File: src/rtl/raster_stamp_csr.sv
// raster_stamp_csr: consumer-side endpoint of the rasterizer stamp stream.
//
// Stamps arrive from the raster unit and are queued in a small FIFO. On a core
// pop request, the head stamp is latched into the current CSR set. The core then
// reads that set word by word through a registered CSR read port.
//
// Handshakes:
//   - Push: a stamp transfers on a cycle with stamp_valid & stamp_ready.
//   - Pop:  a request transfers on a cycle with req_valid & req_ready.
//   - A transferred pop produces exactly one rsp_valid pulse in the following
//     cycle. rsp_done qualifies that pulse.
//   - A full FIFO never accepts a push, even in a cycle where a pop drains it.
//
// Optional feature macro: RASTER_STAMP_BYPASS_EN. When defined, a stamp offered
// to an empty FIFO can be forwarded straight into the current set in the same
// cycle as a pop.
//
// Packed stamp layout, MSB first (436 bits):
//   pos_x[15:0], pos_y[15:0], mask[3:0],
//   bcoord_x[3:0][31:0], bcoord_y[3:0][31:0], bcoord_z[3:0][31:0], pid[15:0]
// Element 0 of each bcoord array sits in the low 32 bits of that field.
module raster_stamp_csr #(
  parameter int QUEUE_DEPTH = 4
) (
  input  logic         clk,
  input  logic         reset,
  input  logic         stamp_valid,
  input  logic [435:0] stamp_data,
  output logic         stamp_ready,
  input  logic         raster_done,
  input  logic         req_valid,
  output logic         req_ready,
  output logic         rsp_valid,
  output logic         rsp_done,
  input  logic         csr_read_valid,
  input  logic [3:0]   csr_read_addr,
  output logic [31:0]  csr_read_data,
  input  logic         csr_write_valid,
  input  logic [3:0]   csr_write_addr,
  input  logic [31:0]  csr_write_data
);

  localparam int SW = 436;
  localparam int PW = (QUEUE_DEPTH > 1) ? $clog2(QUEUE_DEPTH) : 1;
  localparam int CW = PW + 1;

  // Bit offsets of the stamp fields inside the packed word
  localparam int POS_X_LSB = 420;
  localparam int POS_Y_LSB = 404;
  localparam int MASK_LSB  = 400;
  localparam int BX_LSB    = 272;
  localparam int BY_LSB    = 144;
  localparam int BZ_LSB    = 16;

  logic [SW-1:0] r_mem [QUEUE_DEPTH];
  logic [PW-1:0] r_wr_ptr;
  logic [PW-1:0] r_rd_ptr;
  logic [CW-1:0] r_count;
  logic [SW-1:0] r_cur;
  logic [31:0]   r_grad_x;
  logic [31:0]   r_grad_y;
  logic          r_rsp_valid;
  logic          r_rsp_done;
  logic [31:0]   r_rd_data;

  logic          w_empty;
  logic          w_full;
  logic          w_bypass;
  logic          w_pop;
  logic          w_deq;
  logic          w_fwd;
  logic          w_done;
  logic          w_push;
  logic [31:0]   w_rd_word;

  assign w_empty = (r_count == '0);
  assign w_full  = (r_count == CW'(QUEUE_DEPTH));

`ifdef RASTER_STAMP_BYPASS_EN
  // An offered stamp can be delivered directly when nothing is queued ahead of it
  assign w_bypass = w_empty & stamp_valid;
`else
  assign w_bypass = 1'b0;
`endif

  // Ready signals are held low while reset is asserted
  assign stamp_ready = ~reset & ~w_full;
  assign req_ready   = ~reset & (~w_empty | w_bypass | raster_done);

  // Pop classification: dequeue, forward, or report done (forward beats done)
  assign w_pop  = req_valid & req_ready;
  assign w_deq  = w_pop & ~w_empty;
  assign w_fwd  = w_pop & w_empty & w_bypass;
  assign w_done = w_pop & w_empty & ~w_bypass;

  // A forwarded stamp is consumed without ever touching the FIFO
  assign w_push = stamp_valid & stamp_ready & ~w_fwd;

  // FIFO storage; contents need no reset because pointers and count gate them
  always_ff @(posedge clk) begin
    if (w_push) r_mem[r_wr_ptr] <= stamp_data;
  end

  // FIFO pointers and occupancy
  always_ff @(posedge clk or posedge reset) begin
    if (reset) begin
      r_wr_ptr <= '0;
      r_rd_ptr <= '0;
      r_count  <= '0;
    end else begin
      if (w_push) r_wr_ptr <= PW'((32'(r_wr_ptr) + 1) % QUEUE_DEPTH);
      if (w_deq)  r_rd_ptr <= PW'((32'(r_rd_ptr) + 1) % QUEUE_DEPTH);
      case ({w_push, w_deq})
        2'b10:   r_count <= r_count + 1'b1;
        2'b01:   r_count <= r_count - 1'b1;
        default: r_count <= r_count;
      endcase
    end
  end

  // Current CSR set, loaded from the FIFO head or from the forwarded stamp
  always_ff @(posedge clk or posedge reset) begin
    if (reset) begin
      r_cur <= '0;
    end else if (w_deq) begin
      r_cur <= r_mem[r_rd_ptr];
    end else if (w_fwd) begin
      r_cur <= stamp_data;
    end
  end

  // Gradient registers, written only through the CSR write port
  always_ff @(posedge clk or posedge reset) begin
    if (reset) begin
      r_grad_x <= '0;
      r_grad_y <= '0;
    end else if (csr_write_valid) begin
      if (csr_write_addr == 4'd14) r_grad_x <= csr_write_data;
      if (csr_write_addr == 4'd15) r_grad_y <= csr_write_data;
    end
  end

  // One-cycle response pulse following each accepted pop
  always_ff @(posedge clk or posedge reset) begin
    if (reset) begin
      r_rsp_valid <= 1'b0;
      r_rsp_done  <= 1'b0;
    end else begin
      r_rsp_valid <= w_pop;
      r_rsp_done  <= w_done;
    end
  end

  // CSR word select from the current set (pre-update values)
  always_comb begin
    w_rd_word = '0;
    case (csr_read_addr)
      4'd0:  w_rd_word = {r_cur[POS_Y_LSB +: 16], r_cur[POS_X_LSB +: 16]};
      4'd1:  w_rd_word = {r_cur[15:0], 12'b0, r_cur[MASK_LSB +: 4]};
      4'd2:  w_rd_word = r_cur[BX_LSB + 0  +: 32];
      4'd3:  w_rd_word = r_cur[BX_LSB + 32 +: 32];
      4'd4:  w_rd_word = r_cur[BX_LSB + 64 +: 32];
      4'd5:  w_rd_word = r_cur[BX_LSB + 96 +: 32];
      4'd6:  w_rd_word = r_cur[BY_LSB + 0  +: 32];
      4'd7:  w_rd_word = r_cur[BY_LSB + 32 +: 32];
      4'd8:  w_rd_word = r_cur[BY_LSB + 64 +: 32];
      4'd9:  w_rd_word = r_cur[BY_LSB + 96 +: 32];
      4'd10: w_rd_word = r_cur[BZ_LSB + 0  +: 32];
      4'd11: w_rd_word = r_cur[BZ_LSB + 32 +: 32];
      4'd12: w_rd_word = r_cur[BZ_LSB + 64 +: 32];
      4'd13: w_rd_word = r_cur[BZ_LSB + 96 +: 32];
      4'd14: w_rd_word = r_grad_x;
      4'd15: w_rd_word = r_grad_y;
      default: w_rd_word = '0;
    endcase
  end

  // Registered read data, held until the next read strobe
  always_ff @(posedge clk or posedge reset) begin
    if (reset) begin
      r_rd_data <= '0;
    end else if (csr_read_valid) begin
      r_rd_data <= w_rd_word;
    end
  end

  assign rsp_valid     = r_rsp_valid;
  assign rsp_done      = r_rsp_done;
  assign csr_read_data = r_rd_data;

endmodule

File: config.mk
export PLATFORM = sky130hd
export DESIGN_NAME = raster_stamp_csr
export DESIGN_NICKNAME = d
export VERILOG_FILES = /design/src/rtl/raster_stamp_csr.sv
export SDC_FILE = /design/constraint.sdc
export NUM_CORES = 2
export LEC_CHECK = 0
export BUFFER_PORTS_ARGS = -buffer_cell sky130_fd_sc_hd__buf_2
export CORE_MARGIN = 2
export CORE_UTILIZATION = 50
export CTS_BUF_LIST = sky130_fd_sc_hd__clkbuf_8
export DETAILED_ROUTE_END_ITERATION = 7
export HOLD_SLACK_MARGIN = 0.1
export PLACE_DENSITY_LB_ADDON = 0.05
export RECOVER_POWER = 50
export SYNTH_ARGS = -nofsm -noshare
export SYNTH_HDL_FRONTEND = slang
export SYNTH_SLANG_ARGS = --single-unit
File: constraint.sdc
create_clock -name clk -period 20 [get_ports clk]
set_clock_uncertainty 0.15 [all_clocks]
set_input_delay 1 -clock clk [delete_from_list [all_inputs] [get_ports clk]]
set_output_delay 1 -clock clk [all_outputs]
set_load 0.01 [all_outputs]
==> impl_metrics.json <==
{
  "outcome": "finished with violations",
  "violations": "max-capacitance violations, max-slew violations",
  "antenna_found_initial": 75,
  "layout_commonest_cell": "edfxtp_1",
  "vias": 46777,
  "yosys_warnings": 0,
  "ys_seq_area_frac": 0.758,
  "fmax_mhz": 96.0,
  "critPathMaxFanout": 147,
  "r2r_cells": 6,
  "hold_viol": 0,
  "grt_start_max_net_pins": 148,
  "hold_buffers": 470,
  "vias_per_cell": 5.84,
  "core_sq_um": 173000,
  "r2r_start": "r_count[0]",
  "cp-end-kind": "flop",
  "rows": 153,
  "syn-num-nets": 4630,
  "cts_resized": 0,
  "cts_root_buf": "clkbuf_8",
  "cts_made_buffers": 384,
  "synthCells": 4141,
  "min_from": "csr_write_data[7]",
  "synth-edff-count": 1744,
  "postSynthAreaPerCell_sq_um": 21.0,
  "synth-seq-cells": 2285,
  "cts-htree-levels": 5,
  "grt_use_total": 0.281,
  "setup_viol": 0,
  "die_x_microns": 421,
  "drtAntennaViolNets": 0,
  "hold_slack_ns": 0.221,
  "ys_types": 66,
  "hpwl_microns": 160000,
  "gp_congestion": 0.890,
  "setup_ws_ns": 9.58,
  "grt_pass1_wl_microns": 354000,
  "postCtsSetupBuffers": 0,
  "overflow": 0,
  "layout.nets": 5832,
  "tritoncts": "yes",
  "crit_type": "input port to flop",
  "drv_cap": 10,
  "post_route_cells_drive_above_1_share": 0.290,
  "slew_viol_final": 610,
  "io_pins": 519,
  "drt-total-wl_microns": 248000,
  "synth_top_area_frac": 0.602,
  "powerDensity_nw_per_um2": 133,
  "r2r_end": "r_cur[106]",
  "first_global_vias": 48286,
  "post_drt_wl_per_cell_microns": 31.0,
  "clk_pin_slew_ns": 0.07,
  "ir_worst_vdd_v": 0.000132,
  "firstDrtPassIters": 6,
  "dpl_worst_slack_ns": 13.57,
  "drtIter0Drc": 4501,
  "yosys.area.top_type": "edfxtp_1",
  "crit_required_ns": 20.77,
  "drc": 0,
  "hold_class": "input port to flop",
  "syn2layout_area_growth_pct": 19.1,
  "layout_common_cells": "1744 x edfxtp_1, 539 x dfrtp_1, 530 x mux2_2",
  "crit_arrival_ns": 11.19,
  "clockBufferDepth": 4,
  "startpoint_type": "input port",
  "setup_tns_ns": 0,
  "tightest_slew_ns": 9.09,
  "layout_min_cycle_time_ns": 10.42,
  "start_util": 0.502,
  "ys_top_cells_by_area": "edfxtp_1 60%, dfrtp_1 16%, mux4_2 11%",
  "async_flop_share": 0.237,
  "max-slew-margin-rel": -5.06,
  "syn_area_sq_um": 86900,
  "synthFlopType": "edfxtp_1",
  "rsz0062_at_grt": "false",
  "port_buffers": 518,
  "layout_worst_path_cycle_share": 0.521,
  "leakage_nw": 35.8,
  "regToRegSetupSlack_ns": 9.76,
  "holdPathStages": 2,
  "chipHeight_microns": 421,
  "insertion_delay_ns": 1.06,
  "min_to": "r_grad_y[7]",
  "cts.sinks": 2285,
  "design.die.area_sq_um": 177000
}
report_power, final:
part	internal [mW]	leakage (nW)	switching, mW	total, mW
registers	6.04	22.2	0.599	6.64
clock network	2.11	4.34	1.84	3.95
logic	1.55	9.25	1.61	3.15
total	9.70	35.8	4.05	13.7
cell usage after synthesis (all sizes together) (20+ instances only):
master and count:
clkbuf 94, a221oi 20, o22ai 31, nand3 23, dfrtp 541, mux2 531, nand2 79, nor2 65
a21oi 59, o21ai 53, a22oi 100, mux4 437, mux2i 26, buf 149, edfxtp 1744
sequential cells by signal (all words and copies together) (netlist names):
name	flops
r_grad_y	32
rsp_valid	1
csr_read_data	32
r_mem	1744
r_grad_x	32
r_count	3
r_wr_ptr	2
r_cur	436
rsp_done	1
r_rd_ptr	2
layer usage:
metal | up-vias | global-route usage | share of wire
met3 | 482 | 0.0564 | 0.070
met5 | - | 0 | 0.00044
li1 | 19450 | - | -
met1 | 24912 | 0.386 | 0.40
met4 | 16 | 0.107 | 0.041
met2 | 1917 | 0.447 | 0.48
metrics by stage:
stage / std cells / utilization / cell area, sq um / power [mW]
floorplan: 4141 / - / 86900 / 8.73
global placement: 6812 / 0.531 / 92100 / 9.77
detailed placement: 6812 / 0.531 / 92100 / 9.82
CTS: 7974 / 0.601 / 104000 / 13.9
global route: 7993 / 0.597 / 104000 / 14.3
finish: 8004 / 0.598 / 104000 / 13.7
critical path, cell delays in order:
cell	delay, ns
dlygate4sd3_1	0.53
clkbuf_1	0.18
nor3b_2	0.23
clkbuf_1	6.28
buf_4	1.40
buf_12	0.69
mux2_2	0.42
area by class of cell:
type                    instances  area, sq um
well taps                    2325         2910
diodes                         30         75.1
repair buffers               1059         7390
inverters                      16         61.3
multi-input cells            1597        19900
clock buffers                 444         6110
fillers                     13119        69700
clock inverters               248         1200
flip-flops and latches       2285        65900
how the worst max path moves through the flow:
stage | startpoint | endpoint | slack, ns | cells past startpoint
finish | reset | r_cur[106] | 9.58 | 7
detailed placement | reset | r_mem[3][278] | 13.57 | 7
floorplan | reset | csr_read_data[0] | 3.73 | 1
CTS | reset | r_mem[3][275] | 14.16 | 8
global placement | reset | r_mem[3][273] | 13.64 | 7
global route | reset | r_cur[7] | 9.10 | 7
cells by family after synthesis:
| group | Yosys count | synth area share |
|---|---|---|
| AOI/OAI and AO/OA | 363 | 0.0292 |
| xor gates and xnor gates | 6 | 0.000605 |
| adders and majority gates | 6 | 0.000950 |
| buffers and inverters | 259 | 0.0136 |
| DFF | 2285 | 0.758 |
| muxes | 994 | 0.185 |
| and+or+nand+nor | 228 | 0.0124 |
(Power assumes the default switching activity.)
